## config.mk

```make
export PLATFORM = sky130hd
export DESIGN_NAME = bbox_piso_tx_flat
export DESIGN_NICKNAME = d
export VERILOG_FILES = /design/src/rtl/bbox_pkg.sv /design/src/rtl/bbox_piso_tx_if.sv /design/src/rtl/bbox_piso_tx_buf.sv /design/src/rtl/bbox_piso_tx.sv /design/src/flat_wrapper.sv
export SDC_FILE = /design/constraint.sdc
export NUM_CORES = 1
export LEC_CHECK = 0
export CAP_MARGIN = 20
export CORE_UTILIZATION = 30
export DETAILED_ROUTE_END_ITERATION = 7
export GPL_ROUTABILITY_DRIVEN = 0
export HOLD_SLACK_MARGIN = 0.06
export SYNTH_ARGS = -nofsm -noshare
export SYNTH_HDL_FRONTEND = slang
export SYNTH_HIERARCHICAL = 1
export SYNTH_SLANG_ARGS = --single-unit
export TNS_END_PERCENT = 20
```

## constraint.sdc

```tcl
create_clock -name clk -period 2.5 [get_ports clk]
set_input_delay 0.25 -clock clk [delete_from_list [all_inputs] [get_ports clk]]
set_output_delay 0.25 -clock clk [all_outputs]
set_load 0.005 [all_outputs]
```

## src/rtl/bbox_pkg.sv

```systemverilog
// Shared types and constants for the bounding-box datapath (sipo, boundingbox, piso).
// BBOX_PISO_PARITY_EN appends an even-parity bit to every transmitted frame.
package bbox_pkg;

  localparam int COORD_W = 16;
  localparam int FRAC_W  = 6;
  localparam int BBOX_W  = 4 * COORD_W;

  typedef struct packed {
    logic [COORD_W-1:0] ymax;
    logic [COORD_W-1:0] ymin;
    logic [COORD_W-1:0] xmax;
    logic [COORD_W-1:0] xmin;
  } bbox_t;

  typedef enum logic {IDLE, SHIFT} piso_state_e;

  // Serial frame length for a given payload width, including the optional parity bit.
  function automatic int frame_len(input int width);
`ifdef BBOX_PISO_PARITY_EN
    return width + 1;
`else
    return width;
`endif
  endfunction

endpackage

```

## src/rtl/bbox_piso_tx_if.sv

```systemverilog
// Handshake and serial-link bundle between boundingbox, the PISO transmitter and the host.
interface bbox_piso_tx_if #(
  parameter int WIDTH = 64
);
  logic             en;
  logic             in_valid;
  logic             in_ready;
  logic [WIDTH-1:0] in_data;
  logic             out;
  logic             out_valid;
  logic             out_first;
  logic             out_last;

  modport master (
    output en, in_valid, in_data,
    input  in_ready, out, out_valid, out_first, out_last
  );

  modport slave (
    input  en, in_valid, in_data,
    output in_ready, out, out_valid, out_first, out_last
  );
endinterface

```

## src/rtl/bbox_piso_tx_buf.sv

```systemverilog
// One-entry holding register with a valid/ready handshake, independent of the shift enable.
module piso_buf #(
  parameter int WIDTH = 64
) (
  input  logic             clk,
  input  logic             rst,
  input  logic             in_valid,
  input  logic [WIDTH-1:0] in_data,
  input  logic             take,
  output logic             in_ready,
  output logic [WIDTH-1:0] data,
  output logic             full
);

  logic accept;

  assign accept   = in_valid && !full;
  assign in_ready = !full;

  // A drain and a refill in the same cycle leave the buffer full with the new word.
  always_ff @(posedge clk or posedge rst) begin
    if (rst) begin
      full <= 1'b0;
      data <= '0;
    end else begin
      if (take) begin
        full <= 1'b0;
      end
      if (accept) begin
        full <= 1'b1;
        data <= in_data;
      end
    end
  end

endmodule

```

## src/rtl/bbox_piso_tx.sv

```systemverilog
// LSB-first parallel-in serial-out transmitter for packed bounding-box results.
// Define BBOX_PISO_PARITY_EN to append an even-parity bit after the payload.
module bbox_piso_tx
  import bbox_pkg::*;
#(
  parameter int WIDTH = BBOX_W,
  parameter int CNT_W = $clog2(WIDTH + 1)
) (
  input  logic                clk,
  input  logic                rst,
  bbox_piso_tx_if.slave       bus
);

  localparam int FRAME_LEN = frame_len(WIDTH);

  piso_state_e          state;
  logic [FRAME_LEN-1:0] shreg;
  logic [CNT_W-1:0]     cnt;
  logic [WIDTH-1:0]     buf_data;
  logic                 full;
  logic                 take;
  logic                 frame_done;
  logic [FRAME_LEN-1:0] next_frame;

  piso_buf #(.WIDTH(WIDTH)) u_buf (
    .clk      (clk),
    .rst      (rst),
    .in_valid (bus.in_valid),
    .in_data  (bus.in_data),
    .take     (take),
    .in_ready (bus.in_ready),
    .data     (buf_data),
    .full     (full)
  );

`ifdef BBOX_PISO_PARITY_EN
  assign next_frame = {^buf_data, buf_data};
`else
  assign next_frame = buf_data;
`endif

  // cnt counts bits already emitted, so a frame is finished once it equals FRAME_LEN.
  assign frame_done = (state == IDLE) || (cnt == CNT_W'(FRAME_LEN));
  assign take       = bus.en && full && frame_done;

  // Loading emits bit 0 in the same cycle, giving one-cycle latency and gap-free frames.
  always_ff @(posedge clk or posedge rst) begin
    if (rst) begin
      state         <= IDLE;
      shreg         <= '0;
      cnt           <= '0;
      bus.out       <= 1'b0;
      bus.out_valid <= 1'b0;
      bus.out_first <= 1'b0;
      bus.out_last  <= 1'b0;
    end else if (!bus.en) begin
      bus.out       <= 1'b0;
      bus.out_valid <= 1'b0;
      bus.out_first <= 1'b0;
      bus.out_last  <= 1'b0;
    end else if (take) begin
      state         <= SHIFT;
      shreg         <= next_frame >> 1;
      cnt           <= CNT_W'(1);
      bus.out       <= next_frame[0];
      bus.out_valid <= 1'b1;
      bus.out_first <= 1'b1;
      bus.out_last  <= (FRAME_LEN == 1);
    end else if ((state == SHIFT) && !frame_done) begin
      shreg         <= shreg >> 1;
      cnt           <= cnt + CNT_W'(1);
      bus.out       <= shreg[0];
      bus.out_valid <= 1'b1;
      bus.out_first <= 1'b0;
      bus.out_last  <= (cnt == CNT_W'(FRAME_LEN - 1));
    end else begin
      state         <= IDLE;
      cnt           <= '0;
      bus.out       <= 1'b0;
      bus.out_valid <= 1'b0;
      bus.out_first <= 1'b0;
      bus.out_last  <= 1'b0;
    end
  end

endmodule

```

## src/flat_wrapper.sv

```systemverilog
// flat-port wrapper written by rule: the top's interface ports become plain ports
module bbox_piso_tx_flat import bbox_pkg::*;
#(
  parameter int WIDTH = BBOX_W,
  parameter int CNT_W = $clog2(WIDTH + 1)
)
  (clk, rst, bus_en, bus_in_valid, bus_in_data, bus_in_ready, bus_out, bus_out_valid, bus_out_first, bus_out_last);
  bbox_piso_tx_if #(.WIDTH(WIDTH)) bus_i ();
  input  logic clk;
  input  logic rst;
  input wire logic [$bits(bus_i.en)-1:0] bus_en;
  input wire logic [$bits(bus_i.in_valid)-1:0] bus_in_valid;
  input wire logic [$bits(bus_i.in_data)-1:0] bus_in_data;
  output wire logic [$bits(bus_i.in_ready)-1:0] bus_in_ready;
  output wire logic [$bits(bus_i.out)-1:0] bus_out;
  output wire logic [$bits(bus_i.out_valid)-1:0] bus_out_valid;
  output wire logic [$bits(bus_i.out_first)-1:0] bus_out_first;
  output wire logic [$bits(bus_i.out_last)-1:0] bus_out_last;
  assign bus_i.en = bus_en;
  assign bus_i.in_valid = bus_in_valid;
  assign bus_i.in_data = bus_in_data;
  assign bus_in_ready = bus_i.in_ready;
  assign bus_out = bus_i.out;
  assign bus_out_valid = bus_i.out_valid;
  assign bus_out_first = bus_i.out_first;
  assign bus_out_last = bus_i.out_last;
  bbox_piso_tx #(.WIDTH(WIDTH), .CNT_W(CNT_W)) u_core (.clk(clk), .rst(rst), .bus(bus_i));
endmodule
```

# Yosys cells after proc, flatten, opt, wreduce, memory -nomap -nowiden
# Index checks and enable logic that the tools add are counted.
[totals] register_bits=141 output_inout_bits=5 word_cells=44 in_bits=68
[op_classes] addsub=1 reduce_logical=11 n_mux=19 n_bitwise=1 n_eq_ne=3
[op_table] operator="$mux W64" n=2
[op_table] operator="$mux W1" n=15
[op_table] operator="$mux W7" n=2
[op_table] operator="$add A7 B1 Y7 const B" n=1
[op_table] operator="$eq A7 B6 Y1 const B" n=1
[op_table] operator="$eq A7 B7 Y1 const B" n=1
[op_table] operator="$logic_and A1 B1 Y1" n=4
[op_table] operator="$reduce_and A2 Y1" n=2
[op_table] operator="$reduce_bool A2 Y1" n=2
[op_table] operator="$logic_not A1 Y1" n=2
[op_table] operator="$ne A2 B1 Y1 const B" n=1
[op_table] operator="$logic_or A1 B1 Y1" n=1
[op_table] operator="$not A1 Y1" n=1

# Logic depth before layout (Yosys ltp)
[depth] depth_word=7 depth_mapped=9 depth_no_buf=6

# Modules after synthesis
# Netlist, hierarchy kept.
[by_module_without_submodules] mod="bbox_piso_tx" seq_area_each_um2=1876.8 area_each_um2=3372.0 cells_per_inst=324 n_inst=1
[by_module_without_submodules] mod="piso_buf" seq_area_each_um2=1626.6 area_each_um2=2687.6 cells_per_inst=140 n_inst=1

# Least setup slack after synthesis
# OpenSTA, ideal clock, no wires.
[synth_path] path_kind="reg2reg" start="register u_core.cnt[0]" end="register u_core.shreg[22]" arrival_time_ps=1558 path_stages_with_launch=8 setup_time_ps=147 path_buffers=2 slack_ps=795 synth_period_minus_slack_ps=1705 required_ps=2353 cell_sequence="dfrtp_1 inv_1 ha_1 nand4bb_1 clkbuf_2 o31ai_4 buf_6 a221oi_1"
[synth_between] elab_chain_cells=6 word_cells_on_any_way=8 cone_classes="1 x eq/ne; 1 x mux; 6 x reduce/logical"
[synth_rtl] element="start, declared" line_no="bbox_piso_tx.sv:18" source="logic [CNT_W-1:0] cnt;"
[synth_rtl] element="start signal, assigned" line_no="bbox_piso_tx.sv:71" source="cnt <= cnt + CNT_W'(1);"
[synth_rtl] element="$eq A7 B7 Y1 *" line_no="bbox_piso_tx.sv:43" source="assign frame_done = (state == IDLE) || (cnt == CNT_W'(FRAME_LEN));"
[synth_rtl] element="$logic_or A1 B1 Y1 *" line_no="bbox_piso_tx.sv:43"
[synth_rtl] element="$logic_not A1 Y1" line_no="bbox_piso_tx.sv:69" source="end else if ((state == SHIFT) && !frame_done) begin"
[synth_rtl] element="$logic_and A1 B1 Y1" line_no="bbox_piso_tx.sv:69"
[synth_rtl] element="$reduce_bool A2 Y1 (no source line)"
[synth_rtl] element="$reduce_and A2 Y1 (no source line)"
[synth_rtl] element="end signal, assigned" line_no="bbox_piso_tx.sv:63" source="shreg <= next_frame >> 1;"
[synth_rtl] element="end signal, assigned" line_no="bbox_piso_tx.sv:70" source="shreg <= shreg >> 1;"
[synth_rtl] element="end, declared" line_no="bbox_piso_tx.sv:17" source="logic [FRAME_LEN-1:0] shreg;"
# Every way passes the cells marked *; elsewhere a longest branch is shown, timed or not.
# A chain may end at the register's enable or synchronous reset.

# Worst setup path after layout
[layout_path] start="register u_core.cnt[0]" end="register u_core.cnt[0]"
[layout_between] elab_chain_cells=6 word_cells_on_any_way=8 cone_classes="1 x add/sub; 1 x eq/ne; 2 x mux; 4 x reduce/logical"
[layout_rtl] element="branches (longest 5 deep; another with $add A7 B1 Y7)"
[layout_rtl] element="$mux W7 *" line_no="bbox_piso_tx.sv:61" source="end else if (take) begin"
# Mark *: on every way between the ends.

==> flow_metrics.py <==
metrics = {
    "floorplanning": {
        "rows": 51,
        "core-area_sq_um": 19700,
        "die-area_sq_um": 20800,
        "die_h_um": 144,
        "boundaryPins": 73,
        "start_util_pct": 30.8,
        "die_w_um": 144,
    },
    "global_routing": {
        "grt_pass1_vias": 4097,
        "grt_antenna_before_repair": 0,
        "grt_pass1_wl_mm": 20.6,
        "grt_usage_pct": 12.9,
        "grt.overflow.total": 0,
        "grt_max_degree": 66,
    },
    "clocking": {
        "clockRootBuffer": "clkbuf_16",
        "cts_hold_buffers": 0,
        "cts_resized": 0,
        "cts_tree": "yes",
        "clk_pin_slew_ps": 60,
        "clock_sinks": 140,
        "cts_inserted_buffers": 17,
        "ctsLongestPathBuffers": 2,
        "h-tree-depth": 4,
        "cts_setup_buffers": 0,
        "clkLatencyLatePin_ps": 420,
    },
    "sta": {
        "fin_crit_ps": 2120,
        "worst_pin_slew_ps": 629,
        "finalSetupViolations": 0,
        "finalHoldViolations": 0,
        "final-max-slew-violation-count": 0,
        "relSlewSlack_pct": 57.9,
        "clock_skew_ps": 12.2,
        "rsz0062_at_grt": "false",
        "fin_tns_setup_ps": 0,
        "period_share_pct": 84.7,
        "fmax_mhz": 472,
    },
    "cells_and_area": {
        "final_util_pct": 38.2,
        "multi_input_area_sq_um": 2060,
        "final_nets": 605,
        "final_layout_size_suffix_gt1_share_pct": 20.8,
        "mostFrequentLayoutCells": "dfrtp_1 (140), clkdlybuf4s50_1 (72), inv_1 (57)",
        "stdcell_count": 812,
        "finalInstanceArea_sq_um": 7500,
        "register_area_sq_um": 3500,
        "fillers": 1901,
        "antenna_cells": 0,
        "layout_commonest_cell": "dfrtp_1",
        "area_delta_synth_final_pct": 23.8,
    },
    "yosys": {
        "synthesis.nets": 534,
        "synth_cells": 464,
        "yosys_warnings": 6,
        "avgSynthCellArea_sq_um": 13.1,
        "synth_seq_cells": 140,
        "ys_async_sr_fraction_pct": 100,
        "synth-edff-count": 0,
        "synth_ff_type": "dfrtp_1",
        "netlist_area_sq_um": 6060,
        "ys_types": 44,
        "yosysSeqAreaShare_pct": 57.8,
    },
    "run_status": {
        "status": "finished, final reports clean",
    },
    "critical_path": {
        "slowest_stage": "o31a_2",
        "crit_type": "flip-flop to flip-flop",
        "crit_chain": "inv_1 -> ha_1 -> nand4bb_1 -> o31a_2 -> buf_4 -> o21ai_0 -> o21ai_0",
        "critPathCaptureType": "flip-flop",
        "cp-start-kind": "flip-flop",
        "required_ps": 2770,
        "path_common_cell": "o21ai_0",
        "critPathMaxFanout": 23,
        "arrival_ps": 2390,
        "slowest_delay_ps": 530,
    },
    "pwr": {
        "vdd_drop_max_mv": 0.487,
        "leakagePower_uw": 0.00319,
        "power_uw": 7180,
        "powerDensity_nw_per_um2": 958,
    },
    "place": {
        "place_area_sq_um": 6950,
        "port_buffers": 72,
        "place_inst": 781,
        "post-dp-hpwl_mm": 7.98,
    },
    "detailed_routing": {
        "drcViolationCount": 0,
        "drtPass1Iterations": 4,
        "routed_wl_mm": 12.1,
        "viasPerCell": 4.63,
        "avgRoutedWirePerCell_um": 14.9,
        "drtAntennaViolNets": 0,
        "first_iter_violations": 226,
        "via_count": 3756,
    },
    "run": {
        "drv_cap": 0,
    },
    "min_path": {
        "min_path_type": "primary input to asynchronous set/reset pin",
    },
}
-- final timing paths --
kind                                  from               endpoint  slack, ps  depth (start not counted)
setup / recovery             u_core/cnt[0]          u_core/cnt[0]        380                          7
max in group asynchronous              rst  u_core/u_buf/data[22]       1480                          3
hold / removal                         rst  u_core/u_buf/data[39]        260                          2
hold reg to reg              u_core/cnt[6]    u_core/bus.out_last        480                          1
setup reg to reg             u_core/cnt[0]          u_core/cnt[0]        380                          7
min in group clk           bus_in_data[19]  u_core/u_buf/data[19]        440                          2
-- per-layer routing --
layer	up-vias	track usage, %	wire length, um	part of all wire, %
met5	-	0	0	0
met4	0	4.76	65	0.54
met3	6	3.94	500	4.1
met2	72	19.7	5600	46
met1	1904	17.2	5900	49
li1	1774	-	-	-
-- critical path, delay by kind of cell (launching register included) --
| kind | cells | cell delay [ps] |
|---|---|---|
| and+or+nand+nor | 1 | 320 |
| buffers and inverters | 2 | 350 |
| adders and majority gates | 1 | 150 |
| AOI/OAI and AO/OA | 3 | 750 |
| DFF | 1 | 400 |
-- synthesized netlist by cell type (all sizes together), types with 2 or more instances --
| cell type | count | area share, % |
|---|---|---|
| a221o | 7 | 1.2 |
| mux2 | 64 | 15 |
| nand2b | 4 | 0.41 |
| inv | 59 | 3.7 |
| dfrtp | 140 | 58 |
| ha | 2 | 0.41 |
| buf | 27 | 4.5 |
| o221a | 4 | 0.74 |
| o221ai | 50 | 7.2 |
| a21o | 2 | 0.25 |
| nand2 | 56 | 3.5 |
| nor2 | 3 | 0.19 |
| o31ai | 2 | 0.47 |
| nand3b | 2 | 0.25 |
| nor2b | 9 | 1.1 |
| o21ai | 11 | 0.97 |
| clkbuf | 2 | 0.14 |
| and3 | 3 | 0.31 |
-- flip-flops by register name, indices dropped and copies added, names as in the netlist --
name and flops:
u_core/u_buf/data 64, u_core/cnt 7, u_core/bus.out_first 1, u_core/state 1
u_core/bus.out_valid 1, u_core/shreg 63, u_core/bus.out 1, u_core/bus.out_last 1
u_core/u_buf/full 1
-- stage by stage --
stage,hold WS (ps),setup slack [ps]
finish,265,383
detailed placement,481,315
floorplan,398,340
global route,305,218
CTS,268,385
global placement,470,422
-- final cells by class --
| cell class | instances | share of cell area (%) |
|---|---|---|
| timing repair buffer | 81 | 11.2 |
| inverter | 59 | 2.97 |
| tap | 265 | 4.42 |
| multi-input combinational | 236 | 27.4 |
| sequential | 140 | 46.7 |
| clock buffer | 17 | 5.67 |
| clock inverter | 14 | 1.63 |
-- power breakdown --
part / switching [uW] / internal, uW
sequential: 442 / 2990
combinational: 467 / 954
clock: 971 / 1360
total: 1880 / 5300
-- kinds of logic (layout without fill, tap and decap cells) --
logic type / count (synthesis) / after routing / share of synthesized area (%)
muxes: 64 / 64 / 14.9
AOI/OAI and AO/OA: 86 / 86 / 12.1
buffers and inverters: 88 / 171 / 8.28
adders and majority gates: 2 / 2 / 0.413
DFF: 140 / 140 / 57.8
and+or+nand+nor: 84 / 84 / 6.46
Power figures use the tool's default switching activity.
